**src/rtl/inst_mem_loader.sv**
```systemverilog
// Boot loader: packs a little-endian byte stream into 32-bit words,
// writes them to instruction memory and holds the core in reset meanwhile.
module inst_mem_loader #(
   parameter int DEPTH      = 64,
   parameter int ADDR_WIDTH = 6
) (
   input  logic                  i_clock,
   input  logic                  i_reset_n,
   input  logic                  i_start,
   input  logic                  i_in_valid,
   input  logic [7:0]            i_in_data,
   input  logic                  i_in_last,
   output logic                  o_in_ready,
   output logic                  o_mem_we,
   output logic [ADDR_WIDTH-1:0] o_mem_addr,
   output logic [31:0]           o_mem_wdata,
   output logic                  o_core_reset,
   output logic                  o_load_done,
   output logic                  o_load_error,
   output logic [ADDR_WIDTH:0]   o_word_count
);

   typedef enum logic [1:0] {
      S_IDLE,
      S_LOAD,
      S_DONE,
      S_ERROR
   } state_t;

   localparam logic [ADDR_WIDTH:0] LP_FULL = (ADDR_WIDTH + 1)'(DEPTH);
   localparam logic [ADDR_WIDTH:0] LP_ONE  = (ADDR_WIDTH + 1)'(1);

   state_t                r_state;
   logic [1:0]            r_idx;
   logic [23:0]           r_asm;
   logic                  r_ready;
   logic                  r_mem_we;
   logic [ADDR_WIDTH-1:0] r_mem_addr;
   logic [31:0]           r_mem_wdata;
   logic                  r_core_reset;
   logic                  r_done;
   logic                  r_err;
   logic [ADDR_WIDTH:0]   r_wc;

   logic                  w_accept;

   // A byte moves only when the stream offers it and the loader is in LOAD.
   assign w_accept = i_in_valid && r_ready;

   // Loader FSM; every output is a register updated here.
   always_ff @(posedge i_clock or negedge i_reset_n) begin
      if (!i_reset_n) begin
         r_state      <= S_IDLE;
         r_idx        <= 2'd0;
         r_asm        <= 24'd0;
         r_ready      <= 1'b0;
         r_mem_we     <= 1'b0;
         r_mem_addr   <= '0;
         r_mem_wdata  <= 32'd0;
         r_core_reset <= 1'b1;
         r_done       <= 1'b0;
         r_err        <= 1'b0;
         r_wc         <= '0;
      end else begin
         r_mem_we <= 1'b0;
         unique case (r_state)
            S_IDLE, S_ERROR: begin
               if (i_start) begin
                  r_state <= S_LOAD;
                  r_ready <= 1'b1;
                  r_idx   <= 2'd0;
                  r_wc    <= '0;
                  r_done  <= 1'b0;
                  r_err   <= 1'b0;
               end
            end
            S_DONE: begin
               if (i_start) begin
                  r_state      <= S_LOAD;
                  r_ready      <= 1'b1;
                  r_idx        <= 2'd0;
                  r_wc         <= '0;
                  r_done       <= 1'b0;
                  r_err        <= 1'b0;
                  r_core_reset <= 1'b1;
               end else begin
                  // one cycle after entry, so the last write has landed
                  r_core_reset <= 1'b0;
                  r_done       <= 1'b1;
               end
            end
            S_LOAD: begin
               if (w_accept) begin
                  if (r_wc == LP_FULL) begin
                     r_state <= S_ERROR;
                     r_ready <= 1'b0;
                     r_err   <= 1'b1;
                  end else if (r_idx == 2'd3) begin
                     r_mem_we    <= 1'b1;
                     r_mem_addr  <= r_wc[ADDR_WIDTH-1:0];
                     r_mem_wdata <= {i_in_data, r_asm};
                     r_wc        <= r_wc + LP_ONE;
                     r_idx       <= 2'd0;
                     if (i_in_last) begin
                        r_state <= S_DONE;
                        r_ready <= 1'b0;
                     end
                  end else if (i_in_last) begin
                     r_state <= S_ERROR;
                     r_ready <= 1'b0;
                     r_err   <= 1'b1;
                  end else begin
                     r_asm[{r_idx, 3'b000} +: 8] <= i_in_data;
                     r_idx <= r_idx + 2'd1;
                  end
               end
            end
            default: r_state <= S_IDLE;
         endcase
      end
   end

   assign o_in_ready   = r_ready;
   assign o_mem_we     = r_mem_we;
   assign o_mem_addr   = r_mem_addr;
   assign o_mem_wdata  = r_mem_wdata;
   assign o_core_reset = r_core_reset;
   assign o_load_done  = r_done;
   assign o_load_error = r_err;
   assign o_word_count = r_wc;

endmodule

```
**config.mk**
```make
export PLATFORM = sky130hd
export DESIGN_NAME = inst_mem_loader
export DESIGN_NICKNAME = d
export VERILOG_FILES = /design/src/rtl/inst_mem_loader.sv
export SDC_FILE = /design/constraint.sdc
export NUM_CORES = 1
export LEC_CHECK = 0
export BUFFER_PORTS_ARGS = -buffer_cell sky130_fd_sc_hd__buf_2
export CORE_ASPECT_RATIO = 1.25
export CORE_UTILIZATION = 55
export CTS_CLUSTER_DIAMETER = 50
export DETAILED_ROUTE_END_ITERATION = 7
export GPL_TIMING_DRIVEN = 0
export PLACE_DENSITY = 0.77
export SYNTH_ARGS = -nofsm -noshare
export SYNTH_HDL_FRONTEND = slang
export SYNTH_SLANG_ARGS = --single-unit
```
**constraint.sdc**
```tcl
create_clock -name i_clock -period 2.05 [get_ports i_clock]
set_input_delay 0.41 -clock i_clock [delete_from_list [all_inputs] [get_ports i_clock]]
set_output_delay 0.41 -clock i_clock [all_outputs]
set_load 0.1 [all_outputs]
```
Word-level counts from Yosys, hierarchy flattened
Cells that the tools add are included.
Operators by class
  shift operators: 2
  $add $sub $neg: 3
  eq/ne operators: 13
  muxes and demuxes: 37
  bitwise operators: 3
  reduce and logical (&&, ||, !) cells: 12
Operators with widths (count)
  7-bit two-way mux: 4
  24-bit bitwise mux: 1
  8-bit by 7-bit variable shift with 24-bit output, first input constant: 1
  8-bit by 7-bit variable part select with 24-bit output: 1
  2-bit two-way mux: 11
  4-bit AND reduction: 4
  1-bit two-way mux: 15
  7-bit one-hot mux with 2 select lines: 1
  3-bit != test, second input constant: 3
  2-bit != test, second input constant: 4
  2-bit one-hot mux with 2 select lines: 2
  7-bit by 1-bit adder with 7-bit output, second input constant: 1
  7-bit == test, second input constant: 1
  5-bit negator with 7-bit output: 1
  2-bit == test, second input constant: 3
  1-bit one-hot mux with 2 select lines: 3
  5-bit AND reduction: 1
  1-bit inverter: 3
  3-bit AND reduction: 1
  3-bit OR reduction: 1
  2-bit by 1-bit adder with 2-bit output, second input constant: 1
  2-bit by 1-bit == test with 1-bit output, second input constant: 1
  2-bit zero test: 1
  2-bit by 1-bit != test with 1-bit output, second input constant: 1
  4 further kinds: 4
Storage, ports and cells
  input port bits: 13
  logic and storage cells: 81
  output and inout port bits: 50
  bits in registers: 78

Depth between registers and ports, before layout
  word-level depth: 6
  mapped depth: 8
  mapped depth without buffers: 6

Worst setup path after synthesis
OpenSTA, ideal clock, no wires.
  path type: reg-to-reg
  start point: reg r_wc[0] (netlist: o_word_count[0])
  end point: reg r_mem_addr[5] (netlist: o_mem_addr[5])
  required time: 1.924 ns
  path buffers: 1
  slack: -0.370 ns
  library setup time: 0.126 ns
  arrival time: 2.294 ns
  period minus slack after synthesis: 2.420 ns
  stages on the path, launching flop included: 7
  cell sequence: dfrtp_1 > inv_1 > ha_1 > and4bb_4 > a21oi_4 > buf_6 > mux2_2
Between the ends
  cells in the longest elaborated chain, start to end: 3
RTL lines
  from (decl): line 43  | logic [ADDR_WIDTH:0] r_wc;
  from (signal assigned): line 102  | r_wc <= r_wc + LP_ONE;
  7-bit == test: line 94  | if (r_wc == LP_FULL) begin
  1-bit inverter (no line)
  4-bit AND reduction (no line)
  to (signal assigned): line 100  | r_mem_addr <= r_wc[ADDR_WIDTH-1:0];
  to (decl): line 38  | logic [ADDR_WIDTH-1:0] r_mem_addr;
Every way passes these cells.
A chain may end at the register's enable or synchronous reset.

Worst setup path in the final report
  start point: reg r_wc[0] (netlist: o_word_count[0])
  end point: reg r_mem_wdata[8] (netlist: o_mem_wdata[8])
Between the ends
  cells in the longest elaborated chain, start to end: 3
RTL lines
  7-bit == test: line 94
  1-bit inverter (no line)
  4-bit AND reduction (no line)
  to (signal assigned): line 101  | r_mem_wdata <= {i_in_data, r_asm};
  to (decl): line 39  | logic [31:0] r_mem_wdata;
Every way passes these cells.

==> flow_summary.json <==
{
  "status": "finished, final reports clean",
  "timing.rr.start": "o_word_count[0]",
  "crit_start": "o_word_count[0]",
  "period_needed_ps": 1923,
  "synthTopCellsByArea": "dfrtp_1 (55%), mux2_2 (11%), nand2_1 (6.0%)",
  "drc": 0,
  "fin_util": 0.6843,
  "yosysTopAreaCell": "dfrtp_1",
  "core_area_um2": 6166,
  "grt_max_degree": 58,
  "place_ws_ps": -247.5,
  "syn2layout_area_growth_pct": 20.26,
  "drv_cap": 0,
  "fin_crit_sh": 0.9382,
  "setup_ws_ps": 126.7,
  "synth_top_area_share": 0.5492,
  "max_freq_mhz": 519.9,
  "clock_latency_ps": 350,
  "dpl_cell_area_um2": 3969,
  "dp_hpwl_um": 5039,
  "critPathMaxFanout": 10,
  "cts.clk_slew.worst_paths_ps": 70,
  "synth_nets": 320,
  "synth_cell_type_count": 42,
  "numCtsBuffers": 9,
  "grt_pass1_wl_um": 11870,
  "nFillCells": 492,
  "crit_type": "register to register",
  "clock_skew_ps": 7.897,
  "finalWirelength_um": 7141,
  "ios": 63,
  "clock-sinks": 78,
  "firstDrtPassIters": 4,
  "required_ps": 2280,
  "first_global_vias": 2460,
  "finalInstanceArea_um2": 4219,
  "ant_nets": 0,
  "worstHoldStart": "i_start",
  "irDropWorstVdd_mv": 0.7865,
  "overflow": 0,
  "cts-root-buf": "clkbuf_8",
  "die_area_um2": 6704,
  "cellPowerDensity_nw_per_um2": 1401,
  "slew_violations": 0,
  "clk_path_buf_depth": 2,
  "die_h_um": 91.30,
  "via_count": 2516,
  "setup.worst_path.end_class": "register",
  "drive_gt1_frac": 0.3974,
  "synth-seq-cells": 78,
  "start_util": 0.5690,
  "finalSetupViolCount": 0,
  "p_leak_nw": 2.094,
  "holdCritPathClass": "input port to register",
  "cts_max_level": 3,
  "cts_tree": "built",
  "antenna_found_initial": 0,
  "start_kind": "register",
  "syn_avg_cell_area_um2": 11.81,
  "antenna_cells": 0,
  "wl_per_cell_um": 15.36,
  "via_per_inst": 5.411,
  "gp_congestion": 0.8534,
  "row_count": 32,
  "portBuffers": 62,
  "yosys_warnings": 0,
  "tightest_slew_ps": 648.4,
  "syn_area_um2": 3508,
  "rsz0062_at_grt": "no",
  "syn_inst": 297,
  "track_usage": 0.2371,
  "fin_nets": 399,
  "crit_arrival_ps": 2150,
  "slew_headroom": 0.5662,
  "drtIter0Drc": 150,
  "ys_seq_area_frac": 0.5567,
  "hold_viol_final": 0,
  "die_x_um": 73.44
}
-- report_power, final --
part | total [W] | switching [W] | internal [W]
Sequential | 0.00207 | 0.000191 | 0.00188
Combinational | 0.00275 | 0.00209 | 0.000662
Clock | 0.00109 | 0.000539 | 0.000550
-- sequential cells by signal (all words and copies together), names as in the netlist --
signal        count
o_mem_addr        6
o_load_done       1
o_in_ready        1
r_state           2
r_asm            24
o_mem_wdata      32
o_core_reset      1
r_idx             2
o_load_error      1
o_word_count      7
o_mem_we          1
-- cell usage in the layout (no fill, tap or decap), drive strengths merged --
cell / synthesis / layout
o311ai: 2 / 2
nand4bb: 1 / 1
o21a: 3 / 3
o21ai: 31 / 31
dlygate4sd3: 0 / 1
a31oi: 3 / 3
or3: 2 / 2
and4bb: 2 / 2
nor3b: 3 / 3
a21oi: 5 / 5
buf: 10 / 78
mux2: 39 / 39
nor2b: 1 / 1
nand2: 56 / 56
nand2b: 1 / 1
nor2: 5 / 5
and3: 3 / 3
or2: 3 / 3
o31ai: 4 / 4
dfstp: 1 / 1
mux2i: 1 / 1
ha: 10 / 10
clkinvlp: 0 / 1
clkinv: 0 / 3
clkbuf: 2 / 11
o41ai: 1 / 1
dfrtp: 77 / 77
nand3: 6 / 6
nor4bb: 2 / 2
inv: 9 / 9
nand4: 1 / 1
a221o: 1 / 1
o211ai: 8 / 8
and4: 1 / 1
and2: 1 / 1
bufinv: 0 / 1
nor3: 2 / 2
-- cell type report --
type / instances / area (µm²) / share of cell area
multi-input cells: 198 / 1454 / 0.3446
flip-flops and latches: 78 / 1967 / 0.4662
plain buffers: 12 / 97.59 / 0.02313
clock buffers: 10 / 127.6 / 0.03025
repair buffers: 68 / 380.4 / 0.09015
clock inverters: 5 / 52.55 / 0.01246
inverters: 9 / 33.78 / 0.008007
well taps: 85 / 106.4 / 0.02521
-- per-stage QoR --
stage | TNS, ps | hold WS, ps | instances | total power [W]
floorplan | 0 | 114.4 | 297 | 0.004242
global placement | -3315 | 455.8 | 444 | 0.004670
detailed placement | -3078 | 327.4 | 445 | 0.004742
CTS | -37.71 | 293.5 | 461 | 0.005844
global route | 0 | 301.8 | 465 | 0.006197
finish | 0 | 306.0 | 465 | 0.005912
-- synth_stat cells (all sizes together) --
cell	count
nor2	5
or2	3
a31oi	3
or3	2
o311ai	2
clkbuf	2
o21ai	31
a221o	1
nand2	56
and2	1
o41ai	1
nand2b	1
nor3b	3
buf	10
and4	1
nor4bb	2
nor3	2
mux2i	1
o31ai	4
and4bb	2
inv	9
nand4	1
nand4bb	1
ha	10
and3	3
o21a	3
nand3	6
mux2	39
dfrtp	77
nor2b	1
o211ai	8
dfstp	1
a21oi	5
-- worst max-delay path, cell delays in order (launching register included) --
cell and delay (ps):
dfrtp_4 460, inv_1 50, ha_1 230, and4bb_4 230
a21oi_4 270, buf_6 220, mux2_2 340
-- cells by family (layout without fill, tap and decap cells) --
family                     after synthesis  count (layout)  synth area share
adders and majority gates               10              10           0.03566
muxes                                   40              40            0.1323
buffers and inverters                   21             104           0.03709
DFF                                     78              78            0.5567
and+or+nand+nor                         90              90            0.1302
AOI/OAI and AO/OA                       58              58            0.1081
-- metal layers --
layer,vias to the layer above,global-route usage,share of wire
li1,1197,-,-
met1,1228,0.2996,0.44
met2,80,0.4012,0.51
met3,11,0.04550,0.046
met4,0,0.08333,0.012
met5,-,0,0
-- worst paths after layout --
check / cells past startpoint / endpoint / slack, ps
worst max-delay path: 6 / o_mem_wdata[8] / 130
worst min-delay path: 2 / o_load_done / 310
worst max register to register: 6 / o_mem_wdata[8] / 130
worst min register to register: 2 / r_asm[2] / 480
max in group asynchronous: 3 / o_word_count[3] / 970
min in group asynchronous: 2 / o_mem_wdata[4] / 490
-- what timing repair did --
| action | CTS | global route |
|---|---|---|
| endpoints found under the setup margin | 16 | 24 |
| buffers inserted | 0 | 4 |
| endpoints found under the hold margin | 20 | 0 |
| hold buffers | 1 | 0 |
| pin swaps | 0 | 1 |
| gates resized for setup | 2 | 6 |
Note: power is estimated with default switching activity, not from simulation.
